===== config.mk =====
export PLATFORM = sky130hd
export DESIGN_NAME = spi_divider_flat
export DESIGN_NICKNAME = d
export VERILOG_FILES = /design/src/rtl/spi_divider_if.sv /design/src/rtl/spi_divider.sv /design/src/flat_wrapper.sv
export SDC_FILE = /design/constraint.sdc
export NUM_CORES = 1
export LEC_CHECK = 0
export CAP_MARGIN = 20
export CORE_AREA = 2 2 185 96
export CTS_BUF_LIST = sky130_fd_sc_hd__clkbuf_4 sky130_fd_sc_hd__clkbuf_8
export CTS_CLUSTER_DIAMETER = 60
export DETAILED_ROUTE_END_ITERATION = 12
export DIE_AREA = 0 0 187 98
export GPL_ROUTABILITY_DRIVEN = 0
export SLEW_MARGIN = 25
export SYNTH_ARGS = -nofsm -noshare
export SYNTH_HDL_FRONTEND = slang
export SYNTH_SLANG_ARGS = --single-unit

===== constraint.sdc =====
create_clock -name i_clock -period 4.2 [get_ports i_clock]
set_input_delay 0.42 -clock i_clock [delete_from_list [all_inputs] [get_ports i_clock]]
set_output_delay 0.42 -clock i_clock [all_outputs]
set_load 0.03 [all_outputs]

===== src/rtl/spi_divider_if.sv =====
`default_nettype none
// ============================================================================
// Module   : spi_divider_if
// Brief    : Shared processor SPI bus (sclk, per-responder nss, mosi, miso).
// Revision : 1.0 - initial release
// ============================================================================
interface spi_divider_if #(
  parameter int NSS_WIDTH = 4
);
  logic                 sclk;
  logic [NSS_WIDTH-1:0] nss;
  logic                 mosi;
  logic                 miso;

  modport master (output sclk, nss, mosi, input miso);
  modport slave  (input nss, mosi, output miso);
endinterface
`default_nettype wire


===== src/rtl/spi_divider.sv =====
`default_nettype none
// ============================================================================
// Module   : spi_divider
// Brief    : SPI responder computing DIVU/REMU with a restoring divider.
// Revision : 1.0 - initial release
// ============================================================================
module spi_divider #(
  parameter int NssPosition = 3,
  parameter int DataWidth   = 16
) (
  input  wire logic       i_clock,
  input  wire logic       i_reset,
  spi_divider_if.slave    spi
);

  localparam int c_cnt_width = $clog2(2 * DataWidth + 1);
  localparam logic [c_cnt_width-1:0] c_last_rx_bit = c_cnt_width'(2 * DataWidth);
  localparam logic [c_cnt_width-1:0] c_last_step   = c_cnt_width'(DataWidth - 1);

  typedef enum logic [2:0] {
    ST_IDLE    = 3'd0,
    ST_RX      = 3'd1,
    ST_COMPUTE = 3'd2,
    ST_START   = 3'd3,
    ST_TX      = 3'd4
  } state_t;

  state_t                   r_state;
  state_t                   w_state_next;
  logic [c_cnt_width-1:0]   r_count;
  logic [c_cnt_width-1:0]   w_count_next;
  logic [2*DataWidth:0]     r_packet;
  logic [DataWidth-1:0]     r_rem;
  logic [DataWidth-1:0]     r_quo;
  logic [DataWidth-1:0]     r_out;

  logic                     w_sel;
  logic                     w_op;
  logic [DataWidth-1:0]     w_dividend;
  logic [DataWidth-1:0]     w_divisor;
  logic [DataWidth:0]       w_rem_shift;
  logic [DataWidth-1:0]     w_rem_diff;
  logic                     w_fits;
  logic [DataWidth-1:0]     w_rem_next;
  logic [DataWidth-1:0]     w_quo_next;

  assign w_sel      = ~spi.nss[NssPosition];
  assign w_op       = r_packet[0];
  assign w_dividend = r_packet[DataWidth:1];
  assign w_divisor  = r_packet[2*DataWidth:DataWidth+1];

  // Compare is W+1 bits wide; the difference only matters when it fits, so W bits suffice.
  assign w_rem_shift = {r_rem, r_quo[DataWidth-1]};
  assign w_fits      = w_rem_shift >= {1'b0, w_divisor};
  assign w_rem_diff  = w_rem_shift[DataWidth-1:0] - w_divisor;
  assign w_rem_next  = w_fits ? w_rem_diff : w_rem_shift[DataWidth-1:0];
  assign w_quo_next  = {r_quo[DataWidth-2:0], w_fits};

  assign spi.miso = (r_state == ST_START) || ((r_state == ST_TX) && r_out[0]);

  always_ff @(posedge i_clock or negedge i_reset) begin
    if (!i_reset) begin
      r_state <= ST_IDLE;
      r_count <= '0;
    end else begin
      r_state <= w_state_next;
      r_count <= w_count_next;
    end
  end

  always_comb begin
    w_state_next = r_state;
    w_count_next = r_count;
    case (r_state)
      ST_IDLE: begin
        w_count_next = '0;
        if (w_sel && spi.mosi) w_state_next = ST_RX;
      end
      ST_RX: begin
        if (!w_sel) begin
          w_state_next = ST_IDLE;
          w_count_next = '0;
        end else if (r_count == c_last_rx_bit) begin
          w_state_next = ST_COMPUTE;
          w_count_next = '0;
        end else begin
          w_count_next = r_count + 1'b1;
        end
      end
      ST_COMPUTE: begin
        if (r_count == c_last_step) begin
          w_state_next = ST_START;
          w_count_next = '0;
        end else begin
          w_count_next = r_count + 1'b1;
        end
      end
      ST_START: begin
        w_count_next = '0;
        w_state_next = w_sel ? ST_TX : ST_IDLE;
      end
      ST_TX: begin
        if (!w_sel || (r_count == c_last_step)) begin
          w_state_next = ST_IDLE;
          w_count_next = '0;
        end else begin
          w_count_next = r_count + 1'b1;
        end
      end
      default: begin
        w_state_next = ST_IDLE;
        w_count_next = '0;
      end
    endcase
  end

  always_ff @(posedge i_clock or negedge i_reset) begin
    if (!i_reset) begin
      r_packet <= '0;
      r_rem    <= '0;
      r_quo    <= '0;
      r_out    <= '0;
    end else begin
      case (r_state)
        ST_IDLE: begin
          if (w_sel && spi.mosi) r_packet <= '0;
        end
        ST_RX: begin
          if (w_sel) begin
            r_packet[r_count] <= spi.mosi;
            // Dividend bits are already complete when the last divisor bit arrives.
            if (r_count == c_last_rx_bit) begin
              r_rem <= '0;
              r_quo <= w_dividend;
            end
          end
        end
        ST_COMPUTE: begin
          r_rem <= w_rem_next;
          r_quo <= w_quo_next;
          if (r_count == c_last_step) r_out <= w_op ? w_rem_next : w_quo_next;
        end
        ST_TX: begin
          if (w_sel) r_out <= r_out >> 1;
        end
        default: ;
      endcase
    end
  end

endmodule
`default_nettype wire

===== src/flat_wrapper.sv =====
// flat-port wrapper written by rule: the top's interface ports become plain ports
module spi_divider_flat 
#(
  parameter int NssPosition = 3,
  parameter int DataWidth   = 16
)
  (i_clock, i_reset, spi_nss, spi_mosi, spi_miso);
  spi_divider_if spi_i ();
  input  wire logic i_clock;
  input  wire logic i_reset;
  input wire logic [$bits(spi_i.nss)-1:0] spi_nss;
  input wire logic [$bits(spi_i.mosi)-1:0] spi_mosi;
  output wire logic [$bits(spi_i.miso)-1:0] spi_miso;
  assign spi_i.nss = spi_nss;
  assign spi_i.mosi = spi_mosi;
  assign spi_miso = spi_i.miso;
  spi_divider #(.NssPosition(NssPosition), .DataWidth(DataWidth)) u_core (.i_clock(i_clock), .i_reset(i_reset), .spi(spi_i));
endmodule

==> results of run 1 <==
==> placed cells by master, fill, tap and decap left out, types with 7 or more instances in the layout <==
cell and count:
dfrtp_1 90, a21o_1 7, nand4_1 8, nand3_1 34, a31oi_1 21, and3_1 12, xnor2_1 8, nor2_1 68
ha_1 18, nor3_1 25, a21oi_1 64, clkbuf_8 11, nor4b_1 9, and2_1 7, buf_4 11, inv_1 26
nand2_1 72, o21ai_0 82, o21a_1 8
==> kinds of logic after synthesis <==
logic type | count (synthesis) | share of synthesized area [%]
XOR/XNOR | 11 | 1.677
AO/OA/AOI/OAI | 233 | 24.54
adder cells (fa/ha/maj) | 19 | 4.268
buffers and inverters | 81 | 5.989
flip-flops | 90 | 39.20
multiplexers | 7 | 1.241
AND/OR/NAND/NOR | 267 | 23.08
==> final cells by class <==
class,instances,share of cell area (%)
tap,234,4.761
sequential,90,36.62
clock inverter,5,0.9969
multi-input combinational,537,51.56
clock buffer,11,2.462
inverter,29,1.770
timing repair buffer,14,1.831
==> state kept, by name, indices dropped and copies added, names as in the netlist <==
signal           cells
u_core.r_out        16
u_core.r_packet     33
u_core.r_count       6
u_core.r_quo        16
u_core.r_rem        16
u_core.r_state       3
==> worst max-delay path, cell delays in order (launching register included) <==
cell	delay, ns
dfrtp_1	0.42
ha_1	0.44
a21oi_1	0.32
o21ai_1	0.17
a22oi_2	0.30
and3_1	0.55
buf_4	0.35
o311ai_1	0.15
a221o_1	0.34
==> routing by layer <==
metal / share of wire [%] / routed length [um] / GRT usage (%)
met1: 56 / 9437 / 33.29
met2: 34 / 5702 / 21.33
met3: 10 / 1724 / 6.326
met4: 0.68 / 115 / 2.991
met5: 0 / 0 / 0
==> how the worst max path moves through the flow <==
stage                                 startpoint                           end  slack [ns]  cells past startpoint
finish               u_core.r_rem[9]$_DFFE_PN0P_   u_core.r_out[9]$_DFFE_PN0P_        1.03                      8
global route         u_core.r_rem[1]$_DFFE_PN0P_   u_core.r_out[9]$_DFFE_PN0P_        0.84                      8
CTS                  u_core.r_rem[9]$_DFFE_PN0P_   u_core.r_out[9]$_DFFE_PN0P_        1.09                      8
detailed placement   u_core.r_rem[9]$_DFFE_PN0P_   u_core.r_out[9]$_DFFE_PN0P_        1.10                      8
global placement     u_core.r_rem[9]$_DFFE_PN0P_   u_core.r_out[9]$_DFFE_PN0P_        1.09                      8
floorplan           u_core.r_quo[15]$_DFFE_PN0P_  u_core.r_out[12]$_DFFE_PN0P_        1.71                     10
==> cell usage after synthesis (3+ instances only) <==
| cell type | number |
|---|---|
| ha_1 | 18 |
| nand3_1 | 34 |
| nand3b_1 | 3 |
| a211oi_1 | 6 |
| nor3_1 | 26 |
| nor2_1 | 68 |
| o21ai_0 | 83 |
| xnor2_1 | 8 |
| o311ai_1 | 4 |
| and2_1 | 7 |
| o211ai_1 | 3 |
| a21o_1 | 7 |
| nor4b_1 | 9 |
| nor3b_1 | 4 |
| or3_1 | 3 |
| inv_1 | 26 |
| buf_1 | 3 |
| buf_6 | 3 |
| nand2b_1 | 6 |
| dfrtp_1 | 90 |
| nand4_1 | 8 |
| nor4_1 | 4 |
| buf_2 | 14 |
| a211o_1 | 4 |
| a32oi_1 | 3 |
| o21a_1 | 8 |
| nand2_1 | 72 |
| a21oi_1 | 64 |
| a31oi_1 | 22 |
| xor2_1 | 3 |
| and3_1 | 12 |
| o31ai_1 | 3 |
| mux2i_1 | 6 |
| a221o_1 | 3 |
| clkbuf_1 | 32 |
==> stage by stage <==
step           util, %  total power, mW  instances  setup slack, ns
2_1_floorplan        -            2.008        708            1.705
3_3_place_gp     35.12            2.303        904            1.088
3_5_place_dp     35.12            2.302        904            1.097
4_1_cts          36.38            2.950        920            1.088
5_1_grt          36.41            3.178        920           0.8438
6_report         36.41            2.962        920            1.034
==> power by group through the flow <==
stage               Combinational [mW]  Clock (mW)  Sequential [mW]
floorplan                        0.885           0             1.12
global placement                  1.12           0             1.18
detailed placement                1.12           0             1.18
CTS                               1.13       0.657             1.17
global route                      1.29       0.698             1.19
finish                            1.15       0.641             1.17
==> impl_metrics.py, run 1 <==
metrics = {
    "timing": {
        "maxSlewHeadroom_pct": 26.71,
        "worst_pin_slew_ns": 1.072,
        "finalSetupTns_ns": 0,
        "setup_viol": 0,
        "finalCritPeriodShare_pct": 75.39,
        "maxSlewViolCount": 0,
        "fmax_ghz": 0.3158,
        "rsz0062_at_grt": "false",
        "period_needed_ns": 3.166,
        "whs_ns": 0.1145,
        "final.setup_skew_ns": 0.01073,
        "hold_violations": 0,
    },
    "setup_path": {
        "cp-end-kind": "flop",
        "start_kind": "flop",
        "cp_data_required_time_ns": 4.46,
        "r2r_start": "u_core.r_rem[9]$_DFFE_PN0P_",
        "path_max_fanout": 20,
        "worst-r2r-setup-slack_ns": 1.03,
        "cp_data_arrival_time_ns": 3.42,
        "worstReg2RegEnd": "u_core.r_out[9]$_DFFE_PN0P_",
        "path_class": "reg2reg",
        "reg2reg_depth": 8,
    },
    "power": {
        "power_switching_mw": 1.223,
        "p_seq_share_pct": 39.5,
        "irDropWorstVdd_mv": 0.2361,
        "cellPowerDensity_nw_per_um2": 481.6,
        "pwr-share-clk_pct": 21.6,
        "comb_power_share_pct": 38.9,
        "swShare_pct": 41.29,
        "power_leakage_nw": 2.428,
        "intPower_mw": 1.739,
    },
    "global_routing": {
        "grt_pass1_vias": 4699,
        "grt_max_degree": 62,
        "antenna_found_initial": 0,
        "grt_usage_pct": 19.23,
        "grt_pass1_wl_um": 27620,
        "overflow": 0,
    },
    "clocking": {
        "cts_resized": 0,
        "clk_pin_slew_ns": 0.09,
        "clock_sinks": 90,
        "cts_buffers": 9,
        "insertion_delay_ns": 0.37,
        "cts_setup_buffers": 0,
        "tritoncts": "yes",
        "root_buffer": "clkbuf_8",
        "ctsHoldBuffers": 0,
        "cts.path.max_buffers": 2,
        "htreeDepth": 3,
    },
    "placement": {
        "dpl-instance-area_um2": 5932,
        "detailed_place_hpwl_um": 12600,
        "portBuffers": 4,
    },
    "drt": {
        "num_vias": 5290,
        "wl_um": 16980,
        "via_per_inst": 5.750,
        "drtPass1Iterations": 5,
        "drt_first_iter_violations": 612,
        "ant_nets": 0,
        "wl_per_cell_um": 18.46,
        "drcViolationCount": 0,
    },
    "hold_path": {
        "hold_path.class": "in2async",
    },
    "floorplan": {
        "core_area_um2": 16890,
        "start_util_pct": 34.02,
        "die-area_um2": 18330,
        "floorplan.die.width_um": 187,
        "pin_count": 8,
        "fp-row-count": 34,
        "die_h_um": 98,
    },
    "cells_and_area": {
        "final_nets": 707,
        "layout-drive-gt1-share_pct": 5.977,
        "fin_area_um2": 6150,
        "seqCellArea_um2": 2252,
        "synthToLayoutAreaGrowth_pct": 7.034,
        "multi_input_area_um2": 3171,
        "antennaDiodeCount": 0,
        "nFillCells": 1788,
    },
    "synth": {
        "synth.avg_cell_area_um2": 8.115,
        "ys_async_sr_fraction_pct": 100.0,
        "synth_top_area_share_pct": 39.20,
        "yosys-top-cells-area": "dfrtp_1, o21ai_0, a21oi_1",
        "netlist-cell-type-count": 64,
        "synthesis.nets": 734,
        "syn-cell-area_um2": 5746,
        "ys_warn_count": 0,
        "synth_flop_cell": "dfrtp_1",
        "yosysSeqAreaShare_pct": 39.20,
        "synth_seq_cells": 90,
        "synth-edff-count": 0,
        "synth_top_area_cell": "dfrtp_1",
        "synthCells": 708,
    },
    "run_status": {
        "run_status": "completed",
    },
    "job": {
        "maxCapViolCount": 0,
    },
}
No activity file was read; power rests on OpenSTA's default activity.
==> run 2, diff against run 1 <==
==> constraint.sdc (replaced) <==
create_clock -name i_clock -period 2.73 [get_ports i_clock]
set_input_delay 0.273 -clock i_clock [delete_from_list [all_inputs] [get_ports i_clock]]
set_output_delay 0.273 -clock i_clock [all_outputs]
set_load 0.03 [all_outputs]
==> run 2 against run 1 <==
  * Combinational power rose by 70%
  * Clock-buffer cell count fell by 2
  * Global-route usage rose by 0.40 points
  * Register-to-register slack got worse by 0.89 ns
  * Via count rose by 1.6%
  * Largest power group is now combinational cells
==> impl_metrics.py, run 2 (synthesized netlist as in run 1, its figures left out) <==
metrics = {
    "timing": {
        "finalCritPeriodShare_pct": 94.73,
        "fmax_ghz": 0.3867,
        "maxSlewHeadroom_pct": 45.04,
        "maxSlewViolCount": 0,
        "rsz0062_at_grt": "false",
        "hold_violations": 0,
        "period_needed_ns": 2.586,
        "finalSetupTns_ns": 0,
        "final.setup_skew_ns": 0.01644,
        "worst_pin_slew_ns": 0.8181,
        "setup_viol": 0,
    },
    "setup_path": {
        "start_kind": "flop",
        "r2r_start": "u_core.r_rem[3]$_DFFE_PN0P_",
        "crit_family": "compound AO/OA/AOI/OAI gates",
        "crit_start": "u_core.r_rem[3]$_DFFE_PN0P_",
        "path_cells": "ha_1 -> a21o_1 -> nor3_1 -> a211o_1 -> mux2_2 -> o21ai_0 -> o21ai_0",
        "path_buf_inv": 0,
        "cp_data_required_time_ns": 2.99,
        "path_class": "reg2reg",
        "max_stage_delay_ns": 0.45,
        "cp-end-kind": "flop",
        "crit_path_frequent_cell": "o21ai_0",
        "cp_data_arrival_time_ns": 2.85,
        "path_max_fanout": 5,
        "slowest_stage": "dfrtp_1",
    },
    "power": {
        "cellPowerDensity_nw_per_um2": 732.6,
        "irDropWorstVdd_mv": 0.2708,
        "power_leakage_nw": 2.553,
    },
    "drt": {
        "num_vias": 5377,
        "wl_um": 17510,
        "drt_first_iter_violations": 742,
        "drcViolationCount": 0,
        "via_per_inst": 5.690,
        "drtPass1Iterations": 5,
        "wl_per_cell_um": 18.53,
        "ant_nets": 0,
    },
    "placement": {
        "detailed_place_hpwl_um": 12950,
        "dpl.cell_count": 925,
        "portBuffers": 4,
    },
    "global_routing": {
        "grt_pass1_wl_um": 27660,
        "grt_pass1_vias": 4762,
        "grt_usage_pct": 19.63,
        "overflow": 0,
        "antenna_found_initial": 0,
        "grt_max_degree": 60,
    },
    "clocking": {
        "insertion_delay_ns": 0.40,
        "clk_pin_slew_ns": 0.11,
        "tritoncts": "yes",
        "cts.path.max_buffers": 2,
        "htreeDepth": 3,
        "cts_buffers": 9,
        "root_buffer": "clkbuf_8",
        "clock_sinks": 90,
    },
    "cells_and_area": {
        "seqCellArea_um2": 2252,
        "largest_reg_flops": 33,
        "final_common_cell": "dfrtp_1",
        "synthToLayoutAreaGrowth_pct": 10.87,
        "antennaDiodeCount": 0,
        "stdcell_count": 945,
        "regMostFlops": "u_core.r_packet",
        "layout-drive-gt1-share_pct": 9.705,
        "multi_input_area_um2": 3191,
        "nFillCells": 1741,
        "final_nets": 732,
        "final_cell_mix": "dfrtp_1, o21ai_0, nand2_1",
    },
    "floorplan": {
        "start_util_pct": 34.02,
        "fp-row-count": 34,
        "die_h_um": 98,
        "floorplan.die.width_um": 187,
        "core_area_um2": 16890,
        "pin_count": 8,
        "die-area_um2": 18330,
    },
    "run_status": {
        "run_status": "completed",
    },
    "hold_path": {
        "hold_path.class": "in2async",
    },
    "job": {
        "maxCapViolCount": 0,
    },
}
[run 2: changes by cell type in the layout (fill, tap and decap cells not counted), moves of 2 or more]
cell | before | now
buf_4 | 11 | 32
buf_12 | 0 | 3
clkbuf_8 | 11 | 9
inv_6 | 1 | 3
[run 2: cell type report]
type / count / share of cell area (%)
inverter: 29 / 1.709
clock buffer: 9 / 1.945
tap: 234 / 4.596
clock inverter: 7 / 0.9625
sequential: 90 / 35.36
multi-input combinational: 537 / 50.09
timing repair buffer: 39 / 5.343
[run 2: per-stage QoR]
stage | worst slack [ns] | cell area [um2] | hold slack [ns] | util, % | power [mW]
6_report | 0.1439 | 6370 | 0.3699 | 37.72 | 4.667
3_3_place_gp | 0.1052 | 6127 | 0.2420 | 36.28 | 3.639
3_5_place_dp | 0.03983 | 6127 | 0.2476 | 36.28 | 3.645
2_1_floorplan | 0.2350 | 5746 | -0.02259 | - | 3.089
5_1_grt | 0.01861 | 6370 | 0.3877 | 37.72 | 4.988
4_1_cts | 0.02099 | 6322 | 0.3543 | 37.44 | 4.567
[run 2: worst reg2reg max path, stage by stage (launching register included)]
cell     delay (ns)
dfrtp_1        0.45
ha_1           0.39
a21o_1         0.28
nor3_1         0.30
a211o_1        0.30
mux2_2         0.36
o21ai_0        0.27
o21ai_0        0.12
[run 2: timing repair]
item                                    in CTS  in global routing
setup buffers                                0                  3
hold endpoints to repair                    31                  0
gates resized for setup                      0                  6
hold buffers                                 1                  0
endpoints found under the setup margin       0                  5
[run 2: final timing paths]
| kind | end | slack [ns] | depth (start not counted) |
|---|---|---|---|
| max | u_core.r_rem[15]$_DFFE_PN0P_ | 0.14 | 7 |
| min | u_core.r_packet[29]$_DFFE_PN0P_ | 0.37 | 2 |
| max reg2reg | u_core.r_rem[15]$_DFFE_PN0P_ | 0.14 | 7 |
| min reg2reg | u_core.r_packet[25]$_DFFE_PN0P_ | 0.52 | 2 |
| max in group asynchronous | u_core.r_packet[18]$_DFFE_PN0P_ | 1.67 | 3 |
| min in group i_clock | u_core.r_packet[25]$_DFFE_PN0P_ | 0.52 | 2 |
[run 2: power breakdown]
part / leakage, nW / internal (mW) / switching [mW]
clock: 0.0888 / 0.349 / 0.571
sequential: 1.15 / 1.55 / 0.230
combinational: 1.32 / 0.777 / 1.19
total: 2.55 / 2.68 / 1.99
[run 2: metal layers]
metal	GRT usage, %	share of wire (%)
met1	34.48	56
met2	21.68	33
met4	2.991	0.66
met5	0	0
met3	5.859	10
